$ cat config.mk
export PLATFORM = sky130hd
export DESIGN_NAME = imem_loader
export DESIGN_NICKNAME = d
export VERILOG_FILES = /design/src/rtl/imem_loader_pkg.sv /design/src/rtl/imem_loader.sv
export SDC_FILE = /design/constraint.sdc
export NUM_CORES = 1
export LEC_CHECK = 0
export ABC_CLOCK_PERIOD_IN_PS = 4000
export BUFFER_PORTS_ARGS = -buffer_cell sky130_fd_sc_hd__buf_2
export CAP_MARGIN = 15
export CORE_AREA = 2 2 156 158
export DETAILED_ROUTE_END_ITERATION = 10
export DIE_AREA = 0 0 158 160
export PLACE_DENSITY = 0.41
export SLEW_MARGIN = 20
export SYNTH_ARGS = -nofsm -noshare
export SYNTH_HDL_FRONTEND = slang
export SYNTH_SLANG_ARGS = --single-unit
$ cat constraint.sdc
create_clock -name clk -period 4 [get_ports clk]
set_input_delay 0.8 -clock clk [delete_from_list [all_inputs] [get_ports clk]]
set_output_delay 0.8 -clock clk [all_outputs]
set_load 0.02 [all_outputs]
$ cat src/rtl/imem_loader_pkg.sv
// Shared processor definitions: instruction-memory base address, word geometry
// and the loader state encoding used by the loader, instruction memory and PC unit.
package imem_loader_pkg;

    localparam logic [31:0] IMEM_BASE_ADDR = 32'h0040_0028;
    localparam int          BYTES_PER_WORD = 4;

    typedef enum logic [1:0] {
        ST_IDLE  = 2'd0,
        ST_LOAD  = 2'd1,
        ST_WRITE = 2'd2,
        ST_DONE  = 2'd3
    } ld_state_e;

endpackage

$ cat src/rtl/imem_loader.sv
// Streams 32-bit instruction words into byte-wide instruction memory, little-endian.
// Latency: first byte strobe the cycle after acceptance; 5 cycles per word; in_ready low while writing.
module imem_loader
    import imem_loader_pkg::*;
#(
    parameter logic [31:0] BASE_ADDR = IMEM_BASE_ADDR,
    parameter int          MAX_WORDS = 32
) (
    input  logic        clk,
    input  logic        reset,
    input  logic        start,
    input  logic        in_valid,
    input  logic [31:0] in_word,
    input  logic        in_last,
    output logic        in_ready,
    output logic        mem_we,
    output logic [31:0] mem_addr,
    output logic [7:0]  mem_byte,
    output logic        busy,
    output logic        done,
    output logic [15:0] word_count,
    output logic        overflow
);

    localparam logic [15:0] MAX_W    = 16'(MAX_WORDS);
    localparam logic [31:0] WORD_INC = 32'(BYTES_PER_WORD);

    ld_state_e   state_q;
    logic [31:0] ptr_q;
    logic [31:0] word_q;
    logic        last_q;
    logic [1:0]  idx_q;
    logic [15:0] wc_q;
    logic        ovf_q;
    logic        in_ready_q;
    logic        mem_we_q;
    logic [31:0] mem_addr_q;
    logic [7:0]  mem_byte_q;
    logic        busy_q;
    logic        done_q;

    logic [1:0]  idx_d;
    logic [7:0]  byte_d;
    logic [31:0] addr_d;

    // Byte lane for the next strobe within the latched word.
    always_comb begin
        idx_d  = idx_q + 2'd1;
        addr_d = ptr_q + {30'd0, idx_d};
        byte_d = 8'h00;
        case (idx_d)
            2'd0: byte_d = word_q[7:0];
            2'd1: byte_d = word_q[15:8];
            2'd2: byte_d = word_q[23:16];
            2'd3: byte_d = word_q[31:24];
            default: byte_d = 8'h00;
        endcase
    end

    always_ff @(posedge clk or negedge reset) begin
        if (!reset) begin
            state_q    <= ST_IDLE;
            ptr_q      <= 32'd0;
            word_q     <= 32'd0;
            last_q     <= 1'b0;
            idx_q      <= 2'd0;
            wc_q       <= 16'd0;
            ovf_q      <= 1'b0;
            in_ready_q <= 1'b0;
            mem_we_q   <= 1'b0;
            mem_addr_q <= 32'd0;
            mem_byte_q <= 8'd0;
            busy_q     <= 1'b0;
            done_q     <= 1'b0;
        end else begin
            // Strobe-related outputs default low/zero; states below raise them.
            mem_we_q   <= 1'b0;
            mem_addr_q <= 32'd0;
            mem_byte_q <= 8'd0;
            done_q     <= 1'b0;
            case (state_q)
                ST_IDLE: begin
                    if (start) begin
                        state_q    <= ST_LOAD;
                        ptr_q      <= BASE_ADDR;
                        wc_q       <= 16'd0;
                        ovf_q      <= 1'b0;
                        in_ready_q <= 1'b1;
                        busy_q     <= 1'b1;
                    end
                end
                ST_LOAD: begin
                    if (in_valid) begin
                        in_ready_q <= 1'b0;
                        if (wc_q < MAX_W) begin
                            word_q     <= in_word;
                            last_q     <= in_last;
                            idx_q      <= 2'd0;
                            state_q    <= ST_WRITE;
                            mem_we_q   <= 1'b1;
                            mem_addr_q <= ptr_q;
                            mem_byte_q <= in_word[7:0];
                        end else begin
                            ovf_q   <= 1'b1;
                            state_q <= ST_DONE;
                            done_q  <= 1'b1;
                        end
                    end
                end
                ST_WRITE: begin
                    if (idx_q != 2'd3) begin
                        idx_q      <= idx_d;
                        mem_we_q   <= 1'b1;
                        mem_addr_q <= addr_d;
                        mem_byte_q <= byte_d;
                    end else begin
                        ptr_q <= ptr_q + WORD_INC;
                        wc_q  <= wc_q + 16'd1;
                        if (last_q) begin
                            state_q <= ST_DONE;
                            done_q  <= 1'b1;
                        end else begin
                            state_q    <= ST_LOAD;
                            in_ready_q <= 1'b1;
                        end
                    end
                end
                ST_DONE: begin
                    state_q <= ST_IDLE;
                    busy_q  <= 1'b0;
                end
                default: begin
                    state_q    <= ST_IDLE;
                    busy_q     <= 1'b0;
                    in_ready_q <= 1'b0;
                end
            endcase
        end
    end

    assign in_ready   = in_ready_q;
    assign mem_we     = mem_we_q;
    assign mem_addr   = mem_addr_q;
    assign mem_byte   = mem_byte_q;
    assign busy       = busy_q;
    assign done       = done_q;
    assign word_count = wc_q;
    assign overflow   = ovf_q;

endmodule
==> results.md <==
- Max-cap check violation count: 0
- DIE WIDTH: 158 um
- Startpoint types: flop
- Final hold violation count: 0
- Yosys warning count: 0
- Simple-gate share of the synthesized area: roughly a quarter
- Pins Over Slew Limit: 0
- First-pass GRT wire length: about 27 mm
- Mean routed wirelength per cell: ~16 um
- Post-synth top area share: roughly 52%
- Setup Skew: 11.6 ps
- DRC viols: 0
- Seq/Total Area, Yosys: 51.9%
- Cells on worst reg2reg path: 7
- Switching Share: between 30% and 40%
- Unrepaired setup endpoints after global routing: false
- Cts hold-fix bufs: 0
- # IOs: 98
- Net Sw Power: about 1.6 mW
- TritonCTS clock tree: built
- Antenna-violating nets left: 0
- Post-CTS Setup Bufs: 0
- Maximum fanout along the worst path: 17
- Clock share of power: a little over a third
- DPL Wire Length: about 12 mm
- Post-synth ARST share: 100%
- Share of cells above drive strength 1: about a fifth
- GR Util All Layers: approximately 14%
- Synth Area in Adders: under 10%
- Synth area leaders: dfrtp_1 52%, nand2_1 8.0%, nor2_1 3.6%
- Period utilisation layout: 77.7%
- Later-pin clock latency in the skew report: about 430 ps
- Main flop type after synthesis: dfrtp_1
- Pwr/cell area: roughly 600 nW/um2
- Cell internal pwr: ~2.8 mW
- Pre-antenna DRT Iters: 5
- Vias in the first global route: between 4k and 5k
- Area growth syn-to-layout: 25.2%
- Vias per inst: roughly 4.6
- Commonest non-fill, non-tap cell in the layout: nand2_1
- Crit. End Element: flop
- Crit path DAT: 3440 ps
- Combinational share of power: between 20% and 30%
- Biggest area consumer among synthesized cells: dfrtp_1
- CTS Sinks: between 100 and 150
- Cells after synthesis: 610
- Mapped cell area: slightly below 6000 um2
- DP Area: ~6600 um2
- Slew margin rel.: 31.2%
- Core area: 23800 um2
- Minimum hold slack: 456 ps
- Peak Freq: 322 MHz
- Initial DRC Count: about 270
- Largest net degree at the start of global routing: just over 60
- Reg clk slew, reported paths: about 60 ps
- CTS max path bufs: 2
- Final setup violation count: 0
- Pleak: about 3.4 nW
- Peak supply drop: approximately 0.27 mV
- Die height: 160 um
- Status: completed
- Placer Congestion: roughly 0.81
- Synthesized flop and latch total: 120
- Rows: 57
- CTS Buf Count: 17
- Post-route minimum period: approximately 3100 ps
- Post-cts resize count: 0
- N_diodes: 0
- Crit Path Class: reg2reg
- Synthesized Nets: around 660
- Fillcell total: 2559
- Worst-Margin Slew: between 1000 and 1500 ps
- Final instance area: approximately 7200 um2
- Tightest Hold Check Type: in2async
- Htree depth: 4
- Setup TNS: 0 ps
- Largest family of logic cells by synthesized area: simple AND/OR/NAND/NOR gates
- DIE AREA: around 25000 um2
- Initial Util: 24.3%
- GRT overflow: 0
- Synth cell types: 52
- Avg Inst Size Synth: roughly 9.5 um2
- CP required: about 4300 ps
- Routed WL: 16.7 mm
- Commonest cells after routing, fill and taps aside: 124 x nand2_1, 120 x dfrtp_1, 96 x buf_2
- Initial antenna violation count: 0
- Synth Area in XOR/XNOR: about 5.3%
- Via count: around 4.8k
- Post-route setup slack: just under 900 ps
- Port Buf Inserts: 97
- Clk Tree Root Cell: clkbuf_16
- Sequential power share: 35.6%
- Final net count: approximately 750
- Post-Place Worst Slack: slightly above 900 ps
- Synth Area in Compound Gates: 9.42%
- Post-synth EDFFs: 0
- Post-synthesis mux area share: under 10%
synthesized netlist by cell type (2+ instances only):
cell,count
or4_4,2
and3_1,7
buf_2,2
nor4_1,5
o311a_1,2
and2_1,18
mux2i_1,4
or3_1,9
a22o_1,2
ha_1,11
nand4_1,26
nor4_4,2
buf_6,2
a21oi_1,25
o31ai_1,3
o21ai_0,21
nor2_1,55
xor2_1,23
a222oi_1,8
and4_1,3
a21boi_0,4
inv_1,13
clkbuf_1,22
o41ai_1,2
buf_1,4
nor4b_1,2
or4_1,3
nor2b_1,6
a211oi_1,2
dfrtp_1,120
nand2b_1,9
a31oi_1,6
nand2_1,124
mux2_2,3
xnor2_1,12
nor3_1,13
nand3_1,19
a32oi_1,2
layer usage:
layer  global-route usage (%)  wire [um]
met1                     18.6       7690
met2                     21.6       7950
met3                     2.96        716
met4                     5.45        325
met5                        0          0
cell families after synthesis:
family,count (synthesis)
AND/OR/NAND/NOR,310
flip-flops,120
AO/OA/AOI/OAI,83
buffers and inverters,43
XOR/XNOR,35
adder cells (fa/ha/maj),11
multiplexers,7
other,1
power groups by stage:
stage / logic (mW) / clock network (mW) / registers, mW
final: 1.24 / 1.62 / 1.58
after global routing: 1.39 / 1.72 / 1.60
after CTS: 1.26 / 1.66 / 1.58
after detailed placement: 1.25 / 0 / 1.60
after global placement: 1.24 / 0 / 1.59
after floorplan: 0.791 / 0 / 1.63
flip-flops by register name, summed over array words and instances (netlist names):
name and cells:
done 1, busy 1, last_q 1, state_q 2, mem_we 1, idx_q 2, mem_byte 8, overflow 1
word_q 24, in_ready 1, ptr_q 30, mem_addr 32, word_count 16
layout make-up:
| class | instances | area (um2) | share of cell area [%] |
|---|---|---|---|
| clock inverter | 14 | 186 | 2.57 |
| clock buffer | 18 | 439 | 6.06 |
| inverter | 13 | 48.8 | 0.674 |
| timing repair buffer | 104 | 541 | 7.46 |
| tap | 324 | 405 | 5.60 |
| sequential | 120 | 3000 | 41.5 |
| multi-input combinational | 447 | 2620 | 36.2 |
worst max-delay path, cell delays in order (launching register included):
cell	delay [ps]
dfrtp_1	420
inv_1	130
ha_1	550
mux2i_1	470
nor4_4	480
nand4_2	290
or4b_1	530
a21oi_1	160
path summary, 6_finish.rpt:
kind	from	endpoint	slack, ps
setup / recovery	state_q[0]$_DFFE_PN0P_	ptr_q[31]$_DFFE_PN0P_	890
hold / removal	reset	mem_addr[9]$_DFF_PN0_	460
setup reg to reg	state_q[0]$_DFFE_PN0P_	ptr_q[31]$_DFFE_PN0P_	890
hold reg to reg	word_q[8]$_DFFE_PN0P_	word_q[8]$_DFFE_PN0P_	470
max in group asynchronous	reset	word_count[15]$_DFFE_PN0P_	2660
min in group clk	word_q[8]$_DFFE_PN0P_	word_q[8]$_DFFE_PN0P_	470
per-stage QoR:
stage / util [%] / power, mW / cells
after global placement: 27.8 / 2.83 / 1008
final: 30.4 / 4.43 / 1040
after global routing: 30.4 / 4.71 / 1040
after floorplan: - / 2.42 / 610
after CTS: 30.4 / 4.50 / 1040
after detailed placement: 27.8 / 2.85 / 1008
No activity file was read; power rests on OpenSTA's default activity.
